## src/rtl/uart_pkg.sv

```systemverilog
// uart_pkg: shared UART types and constants.
//   state_t       transmitter FSM state encoding
//   OVS_DEF       default Tick pulses per bit
//   NBITS_MIN/MAX legal data-bit range
//   BAUD_9600_50M baud divider for 9600 baud at 50 MHz
//   eff_nbits()   maps NBits to the width actually sent
package uart_pkg;
    typedef enum logic [1:0] {IDLE = 2'd0, START = 2'd1, DATA = 2'd2, STOP = 2'd3} state_t;
    localparam int OVS_DEF = 16;
    localparam int NBITS_MIN = 5;
    localparam int NBITS_MAX = 8;
    localparam logic [15:0] BAUD_9600_50M = 16'd325;
    function automatic logic [3:0] eff_nbits(input logic [3:0] n);
        return (n >= 4'(NBITS_MIN) && n <= 4'(NBITS_MAX)) ? n : 4'(NBITS_MAX);
    endfunction
endpackage

```

## src/rtl/uart_sync_fifo.sv

```systemverilog
// uart_sync_fifo: synchronous FIFO with registered full/empty/count.
//   Clk, Rst       clock, synchronous active-high reset
//   push, wdata    write request and data
//   pop            read request (ignored when empty)
//   rdata          head of queue (valid while !empty)
//   full, empty    registered status after each edge
//   overflow       one-cycle pulse when a push is dropped
module uart_sync_fifo #(
    parameter int DEPTH  = 8,
    parameter int DATA_W = 8
) (
    input  logic              Clk,
    input  logic              Rst,
    input  logic              push,
    input  logic              pop,
    input  logic [DATA_W-1:0] wdata,
    output logic [DATA_W-1:0] rdata,
    output logic              full,
    output logic              empty,
    output logic              overflow
);
    localparam int AW = $clog2(DEPTH);
    logic [DATA_W-1:0] mem [DEPTH];
    logic [AW-1:0] wr_ptr, rd_ptr;
    logic [AW:0] count, count_nxt;
    logic do_wr, do_rd;
    assign do_rd = pop && !empty;
    // a full FIFO still accepts a write when a pop frees the slot this cycle
    assign do_wr = push && (!full || do_rd);
    assign count_nxt = count + (AW+1)'(do_wr) - (AW+1)'(do_rd);
    assign rdata = mem[rd_ptr];
    always_ff @(posedge Clk) begin
        if (do_wr) mem[wr_ptr] <= wdata;
    end
    always_ff @(posedge Clk) begin
        if (Rst) begin
            wr_ptr   <= '0;
            rd_ptr   <= '0;
            count    <= '0;
            full     <= 1'b0;
            empty    <= 1'b1;
            overflow <= 1'b0;
        end else begin
            if (do_wr) wr_ptr <= wr_ptr + AW'(1);
            if (do_rd) rd_ptr <= rd_ptr + AW'(1);
            count    <= count_nxt;
            full     <= count_nxt == (AW+1)'(DEPTH);
            empty    <= count_nxt == '0;
            overflow <= push && !do_wr;
        end
    end
endmodule

```

## src/rtl/uart_tick_tx_fifo.sv

```systemverilog
// uart_tick_tx_fifo: buffered UART transmitter paced by a 16x oversampling Tick.
//   Clk, Rst        clock, synchronous active-high reset
//   Tick            one-cycle pulse at OVS x baud
//   TxEn            allows new frames to start
//   NBits           data bits per frame (5..8, else 8), sampled at frame start
//   WrEn, WrData    FIFO push
//   Full, Empty     FIFO status; Overflow pulses on a dropped write
//   Tx              serial line, idle high
//   TxBusy          frame in progress; TxDone pulses as the stop bit ends
module uart_tick_tx_fifo
    import uart_pkg::*;
#(
    parameter int DEPTH  = 8,
    parameter int DATA_W = 8,
    parameter int OVS    = OVS_DEF
) (
    input  logic              Clk,
    input  logic              Rst,
    input  logic              Tick,
    input  logic              TxEn,
    input  logic [3:0]        NBits,
    input  logic              WrEn,
    input  logic [DATA_W-1:0] WrData,
    output logic              Full,
    output logic              Empty,
    output logic              Overflow,
    output logic              Tx,
    output logic              TxBusy,
    output logic              TxDone
);
    localparam int TW = $clog2(OVS);
    localparam int BW = $clog2(DATA_W);
    state_t state, state_nxt;
    logic [TW-1:0] tick_cnt;
    logic [BW-1:0] bit_cnt, nb_last;
    logic [DATA_W-1:0] shift, head;
    logic pop, bit_end;
    assign pop = (state == IDLE) && TxEn && !Empty;
    assign bit_end = Tick && (tick_cnt == TW'(OVS - 1));
    uart_sync_fifo #(.DEPTH(DEPTH), .DATA_W(DATA_W)) u_fifo (
        .Clk     (Clk),
        .Rst     (Rst),
        .push    (WrEn),
        .pop     (pop),
        .wdata   (WrData),
        .rdata   (head),
        .full    (Full),
        .empty   (Empty),
        .overflow(Overflow)
    );
    always_ff @(posedge Clk) begin
        if (Rst) state <= IDLE;
        else state <= state_nxt;
    end
    always_comb begin
        state_nxt = state;
        unique case (state)
            IDLE:  state_nxt = pop ? START : IDLE;
            START: state_nxt = bit_end ? DATA : START;
            DATA:  state_nxt = (bit_end && bit_cnt == nb_last) ? STOP : DATA;
            STOP:  state_nxt = bit_end ? IDLE : STOP;
        endcase
    end
    always_comb begin
        Tx = (state == START) ? 1'b0 : (state == DATA) ? shift[0] : 1'b1;
        TxBusy = state != IDLE;
    end
    // the pop clears the counters, so a Tick coinciding with the pop is not counted
    always_ff @(posedge Clk) begin
        if (Rst) begin
            tick_cnt <= '0;
            bit_cnt  <= '0;
            nb_last  <= '0;
            shift    <= '0;
            TxDone   <= 1'b0;
        end else begin
            TxDone <= (state == STOP) && bit_end;
            if (pop) begin
                shift    <= head;
                nb_last  <= BW'(eff_nbits(NBits) - 4'd1);
                tick_cnt <= '0;
                bit_cnt  <= '0;
            end else if (state != IDLE && Tick) begin
                tick_cnt <= bit_end ? '0 : tick_cnt + TW'(1);
                if (state == DATA && bit_end) begin
                    shift   <= shift >> 1;
                    bit_cnt <= bit_cnt + BW'(1);
                end
            end
        end
    end
endmodule

```

## config.mk

```make
export PLATFORM = sky130hd
export DESIGN_NAME = uart_tick_tx_fifo
export DESIGN_NICKNAME = d
export VERILOG_FILES = /design/src/rtl/uart_pkg.sv /design/src/rtl/uart_sync_fifo.sv /design/src/rtl/uart_tick_tx_fifo.sv
export SDC_FILE = /design/constraint.sdc
export NUM_CORES = 1
export LEC_CHECK = 0
export ABC_AREA = 0
export CAP_MARGIN = 0
export CORE_ASPECT_RATIO = 0.75
export CORE_MARGIN = 2
export CORE_UTILIZATION = 55
export CTS_CLUSTER_SIZE = 8
export DETAILED_ROUTE_END_ITERATION = 7
export PLACE_DENSITY_LB_ADDON = 0.08
export SETUP_SLACK_MARGIN = 0.15
export SLEW_MARGIN = 20
export SYNTH_ARGS = -nofsm -noshare
export SYNTH_HDL_FRONTEND = slang
export SYNTH_SLANG_ARGS = --single-unit
```

## constraint.sdc

```tcl
create_clock -name Clk -period 4 [get_ports Clk]
set_input_delay 0.4 -clock Clk [delete_from_list [all_inputs] [get_ports Clk]]
set_output_delay 0.4 -clock Clk [all_outputs]
set_load 0.1 [all_outputs]
```

==> reports/metrics.yaml, run 1 <==
clock_tree:
  cts_buffer_depth: 2
  clkSinkCount: 101
  cts_resized: 0
  h-tree-depth: 3
  clk_latency_ns: 0.36
  clkTransAtPathRegs_ns: 0.10
  cts_buffers: 9
  cts_hold_buf: 0
  cts_tree: "done"
  cts_setup_buffers: 0
  root_buffer: "clkbuf_8"
drt:
  drc: 0
  drtIter0Drc: 107
  post_drt_wl_per_cell_microns: 16.2
  ant_nets: 0
  route.vias.total: 2299
  via_per_inst: 5.38
  dr_wl_met3_microns: 220
  topRoutingLayerUsed: "met4"
  finalWirelength_microns: 6920
  m1WireLength_microns: 3460
  dr.pass1.iters: 4
  dr_wl_met2_microns: 3130
power:
  clkPwrFrac_pct: 24.1
  switching_share_pct: 32.1
  intPower_mw: 1.70
  power_leakage_nw: 1.57
  vdd_ir_drop_max_v: 0.000280
  p_total_mw: 2.50
  seqPwrFrac_pct: 51.7
  switchingPower_mw: 0.802
  comb_power_share_pct: 24.2
  power.density_mw_per_mm2: 544
floorplanning:
  die_area_sq_mm: 0.00814
  die_width_microns: 103
  die_height_microns: 78.6
  ios: 23
  rows: 27
  initial_core_util_pct: 56.2
  core_sq_mm: 0.00726
yosys:
  synth_area_sq_mm: 0.00408
  synth_edf_count: 64
  netlist_instances: 292
  syn_avg_cell_area_sq_um: 14.0
  synthArstFlopShare_pct: 0
  yosysSeqAreaShare_pct: 65.2
  yosysWarnings: 0
  synth_cell_types: 44
  synth_top_area_share_pct: 47.1
  synth.area.top_cells: "edfxtp_1 47%, dfxtp_1 18%, mux4_2 7.7%"
  ys.flop_type: "edfxtp_1"
  synth-seq-cells: 101
  syn_nets: 319
  synth_top_area_cell: "edfxtp_1"
finish:
  final_util_pct: 63.3
  insertedDiodeCount: 0
  stdcell_count: 427
  fin_nets: 348
  fillerInstances: 567
  drive_above_1_share_pct: 14.7
  area_delta_synth_final_pct: 12.7
timing:
  fin_crit_ns: 2.82
  slew_violations: 0
  tightest_slew_ns: 0.967
  tns_ns: 0
  hold_viol: 0
  rsz0062_at_grt: "no"
  max_freq_mhz: 354
  period_share_pct: 70.6
  final-setup-viol-count: 0
  hold_ws_ns: 0.474
  slew_headroom_pct: 35.3
  clock-skew-final_ns: 0.0131
outcome:
  status: "finished clean"
placed_design:
  place_congestion: 0.763
  dp.cells: 411
  portBuffers: 22
  dp_hpwl_microns: 4600
global_routing:
  grt_pass1_vias: 2209
  antenna_found_initial: 0
  overflow: 0
  grtUsageTotal_pct: 18.7
  grt_max_degree: 29
  grt_pass1_wl_microns: 11100
job:
  maxCapViolCount: 0
critical_path:
  critPathBufInv: 4
  path_delay_family: "adder cells"
  crit_path_max_incr_delay_ns: 0.63
  crit_chain: "clkdlybuf4s50_1, or4b_1, inv_6, ha_1, inv_1, ha_1, inv_1, fa_1, nor2b_1, a31o_2"
  path_class: "input port to register"
  critPathArrivalTime_ns: 3.09
  crit_path_end_kind: "register"
  cp-start-kind: "input port"
  critPathSlowestCell: "or4b_1"
  cp_data_required_time_ns: 4.26
  critPathMaxFanout: 22
worst_hold_path:
  hp-class: "register to register"
[worst reg2reg max path: cells and delay by family (launching register included)]
| kind | cells | cell delay, ns |
|---|---|---|
| compound gates | 1 | 0.23 |
| fa+ha+maj | 3 | 0.86 |
| buf+inv | 3 | 0.36 |
| flops | 1 | 0.39 |
| simple gates | 2 | 0.87 |
[cell usage in the layout, fill, tap and decap left out, types with 5 or more instances in the layout]
cell type,instances
nor3_1,10
clkdlybuf4s50_1,22
clkbuf_8,9
nor2_1,34
nor4_1,5
inv_1,10
ha_1,9
a21oi_1,10
nand3_1,6
o22ai_1,7
dfxtp_1,36
nand2b_1,8
buf_4,8
xor2_1,10
edfxtp_1,64
mux4_2,14
nand2_1,18
[layer usage]
layer	vias to the layer above	GRT usage, %
met4	0	7.24
met3	11	4.81
li1	1146	-
met5	-	0
met1	1114	27.2
met2	28	26.9
[path summary, 6_finish.rpt]
path | startpoint | to | slack (ns) | cells after the start
setup / recovery | TxEn | u_fifo.empty | 1.18 | 10
hold reg to reg | shift[7] | shift[7] | 0.47 | 2
setup reg to reg | state[0] | u_fifo.empty | 1.18 | 9
hold / removal | shift[7] | shift[7] | 0.47 | 2
[Yosys cell counts, types with 2 or more instances]
| master | n |
|---|---|
| a2111oi_2 | 2 |
| a211oi_1 | 2 |
| a21oi_1 | 10 |
| buf_2 | 3 |
| buf_4 | 2 |
| clkbuf_1 | 4 |
| dfxtp_1 | 37 |
| edfxtp_1 | 64 |
| ha_1 | 9 |
| inv_1 | 10 |
| mux2i_1 | 4 |
| mux4_2 | 14 |
| nand2_1 | 18 |
| nand2b_1 | 8 |
| nand3_1 | 6 |
| nand4_1 | 2 |
| nor2_1 | 34 |
| nor2_2 | 2 |
| nor2b_1 | 3 |
| nor3_1 | 10 |
| nor4_1 | 5 |
| o21ai_0 | 3 |
| o22ai_1 | 7 |
| xnor2_1 | 4 |
| xor2_1 | 10 |
[cell families (layout without fill, tap and decap cells)]
family,after synthesis,in the layout,share of synthesized area (%)
flops,101,101,65.2
simple gates,93,93,10.8
compound gates,32,32,5.61
buf+inv,23,57,3.10
mux,19,19,8.98
xor+xnor,14,14,3.00
fa+ha+maj,10,10,3.25
[power by group through the flow]
| stage | Combinational, mW | Clock (mW) | Sequential, mW |
|---|---|---|---|
| after global placement | 0.598 | 0 | 1.32 |
| after CTS | 0.612 | 0.624 | 1.29 |
| after global routing | 0.672 | 0.667 | 1.31 |
| after floorplan | 0.425 | 0 | 1.37 |
| after detailed placement | 0.609 | 0 | 1.32 |
| final | 0.605 | 0.602 | 1.29 |
[cell type report]
cell class	count	area, sq um	area share (%)
tap	101	126	2.75
timing repair buffer	30	280	6.09
multi-input combinational	168	1290	28.1
sequential	101	2660	57.9
inverter	11	46.3	1.01
clock buffer	9	124	2.69
clock inverter	7	65.1	1.41
[sequential cells by signal, summed over array words and instances, names as in the netlist, named ones only]
register and flops:
TxDone 1, bit_cnt 3, nb_last 3, shift 8, state 2, tick_cnt 4
u_fifo.count 4, u_fifo.empty 1, u_fifo.full 1, u_fifo.mem 64, u_fifo.overflow 1, u_fifo.rd_ptr 3
u_fifo.wr_ptr 3
[through the flow]
step	setup WS, ns	instance area, sq um
finish	1.18	4600
global route	0.991	4600
CTS	1.17	4600
detailed placement	0.782	4410
global placement	0.833	4410
floorplan	1.02	4080
(Power assumes the default switching activity.)
==> inputs of run 2 (changes only) <==
- clock period: 4 -> 2.7 ns (I/O delays scaled with it)
==> run 2 against run 1 <==
- combinational power increased by 72%
- register-to-register slack got worse by 0.85 ns
- highest routed layer unchanged
- cell count increased by 2.1%
- via count increased by 2.9%
- utilization increased by 1.2 points
- sequential power increased by 47%
- power increased by 53%
- cell area increased by 1.9%
==> reports/metrics.yaml, run 2 (same netlist as run 1, synthesis figures left out) <==
outcome:
  status: "finished clean"
placed_design:
  portBuffers: 22  # unchanged
  place_congestion: 0.743  # -2.6%
  dp_hpwl_microns: 4990  # +8.5%
  dp.cells: 420  # +2.2%
timing:
  rsz0062_at_grt: "no"
  fin_crit_ns: 2.37
  hold_ws_ns: 0.478  # +0.00418 ns
  max_freq_mhz: 422
  period_share_pct: 87.9
  final-setup-viol-count: 0  # unchanged
  hold_viol: 0  # unchanged
  tightest_slew_ns: 0.746  # -0.221 ns
  slew_violations: 0  # unchanged
  clock-skew-final_ns: 0.0172  # +0.00412 ns
  slew_headroom_pct: 50.2  # +15 points
global_routing:
  grt_pass1_wl_microns: 12200  # +9.4%
  grt_max_degree: 28  # -3.4%
  use_met3_pct: 6.41  # +1.6 points
  grt_pass1_vias: 2297  # +4.0%
  grtUsageTotal_pct: 20.8  # +2.1 points
  grt-busiest-layer: "met1"
  overflow: 0  # unchanged
  grtUsageMet2_pct: 27.9  # +1.0 points
  use_met1_pct: 32.5  # +5.3 points
  antenna_found_initial: 0  # unchanged
worst_hold_path:
  hp-class: "register to register"
  min-delay-start: "nb_last[0]"
power:
  clkPwrFrac_pct: 23.0  # -1.1 points
  intPower_mw: 2.59  # +52%
  comb_power_share_pct: 27.3  # +3.1 points
  seqPwrFrac_pct: 49.7  # -2.0 points
  switchingPower_mw: 1.24  # +54%
  power_leakage_nw: 1.62  # +3.0%
  vdd_ir_drop_max_v: 0.000383  # +37%
  switching_share_pct: 32.4  # +0.28 points
  power.density_mw_per_mm2: 816  # +50%
drt:
  ant_nets: 0  # unchanged
  finalWirelength_microns: 7430  # +7.4%
  route.vias.total: 2365  # +2.9%
  post_drt_wl_per_cell_microns: 17.0  # +5.2%
  dr.pass1.iters: 6  # +2
  drtIter0Drc: 128  # +20%
  via_per_inst: 5.42  # +0.75%
  drc: 0  # unchanged
critical_path:
  critPathMaxFanout: 3  # -86%
  path_class: "register to register"
  crit_path_end_kind: "register"
  rr_startpoint: "u_fifo.empty"
  cp_data_required_time_ns: 3.00  # -1.26 ns
  cp-start-kind: "register"
  setup.worst_path.start: "u_fifo.empty"
  critPathArrivalTime_ns: 2.67  # -0.42 ns
job:
  maxCapViolCount: 0  # unchanged
finish:
  final_common_cell: "edfxtp_1"
  drive_above_1_share_pct: 20.9  # +6.2 points
  top_regs: "u_fifo.mem: 64 flops, shift: 8 flops"
  stdcell_count: 436  # +2.1%
  largest_reg_flops: 64  # unchanged
  fin_nets: 357  # +2.6%
  area_delta_synth_final_pct: 14.8
  insertedDiodeCount: 0  # unchanged
  top_register: "u_fifo.mem"
  layout_common_cells: "64 x edfxtp_1, 36 x dfxtp_1, 34 x nor2_1"
  fillerInstances: 575  # +1.4%
floorplanning:
  rows: 27  # unchanged
  die_area_sq_mm: 0.00814  # unchanged
  core_sq_mm: 0.00726  # unchanged
  ios: 23  # unchanged
  initial_core_util_pct: 56.2  # unchanged
  die_height_microns: 78.6  # unchanged
  die_width_microns: 103  # unchanged
clock_tree:
  h-tree-depth: 3  # unchanged
  root_buffer: "clkbuf_8"
  cts_buffers: 9  # unchanged
  cts_tree: "done"
  cts_setup_buffers: 0  # unchanged
  clk_latency_ns: 0.37  # about the same
  clkTransAtPathRegs_ns: 0.10  # about the same
  clkSinkCount: 101  # unchanged
  cts_buffer_depth: 2  # unchanged
## run 2: cell count changes in the layout (fill, tap and decap cells not counted), sizes merged
cell	previous run	this run
buf	8	23
clkdlybuf4s50	22	16
clkinvlp	1	3
clkinv	2	1
inv	15	14
## run 2: timing repair
action                     CTS  global route
setup endpoints to repair    0             1
hold buffers                 0             0
gates resized for setup      0             1
## run 2: worst paths after layout
| path | to | slack (ns) | depth (start not counted) |
|---|---|---|---|
| max reg2reg | u_fifo.full | 0.33 | 10 |
| min reg2reg | nb_last[0] | 0.48 | 2 |
| min | nb_last[0] | 0.48 | 2 |
| max | u_fifo.full | 0.33 | 10 |
## run 2: worst max-delay path: stages (launching register included)
cell and delay, ns:
dfxtp_4 0.36, or4b_4 0.59, inv_6 0.08, ha_4 0.19
inv_2 0.06, ha_4 0.13, inv_2 0.04, fa_2 0.53
nor2b_4 0.14, nand2_1 0.05, nor3_1 0.13
## run 2: power by group through the flow
stage	clock network (mW)	logic (mW)	registers [mW]
after floorplan	0	0.708	2.03
after global placement	0	1.02	1.94
after detailed placement	0	1.04	1.94
after CTS	0.905	1.05	1.90
after global routing	0.979	1.15	1.92
final	0.879	1.04	1.90
## run 2: layout make-up
| cell class | instances | area (sq um) | share of cell area [%] |
|---|---|---|---|
| clock buffer | 9 | 124 | 2.64 |
| clock inverter | 7 | 57.6 | 1.23 |
| inverter | 11 | 46.3 | 0.988 |
| multi-input combinational | 168 | 1330 | 28.4 |
| sequential | 101 | 2670 | 56.9 |
| tap | 101 | 126 | 2.70 |
| timing repair buffer | 39 | 333 | 7.10 |
## run 2: through the flow
step | setup slack, ns | setup TNS [ns] | utilization, % | instance area, sq um | power [mW]
floorplan | 0.0874 | 0 | - | 4130 | 2.74
global placement | -0.0192 | -0.0192 | 62.0 | 4500 | 2.95
detailed placement | -0.0919 | -0.104 | 62.0 | 4500 | 2.98
CTS | 0.218 | 0 | 64.5 | 4680 | 3.86
global route | 0.217 | 0 | 64.5 | 4690 | 4.05
finish | 0.328 | 0 | 64.5 | 4690 | 3.83
## run 2: per-layer routing
layer	up-vias	part of all wire, %
li1	1155	-
met4	0	0.69
met2	52	43
met5	-	0
met1	1153	51
met3	5	5.2
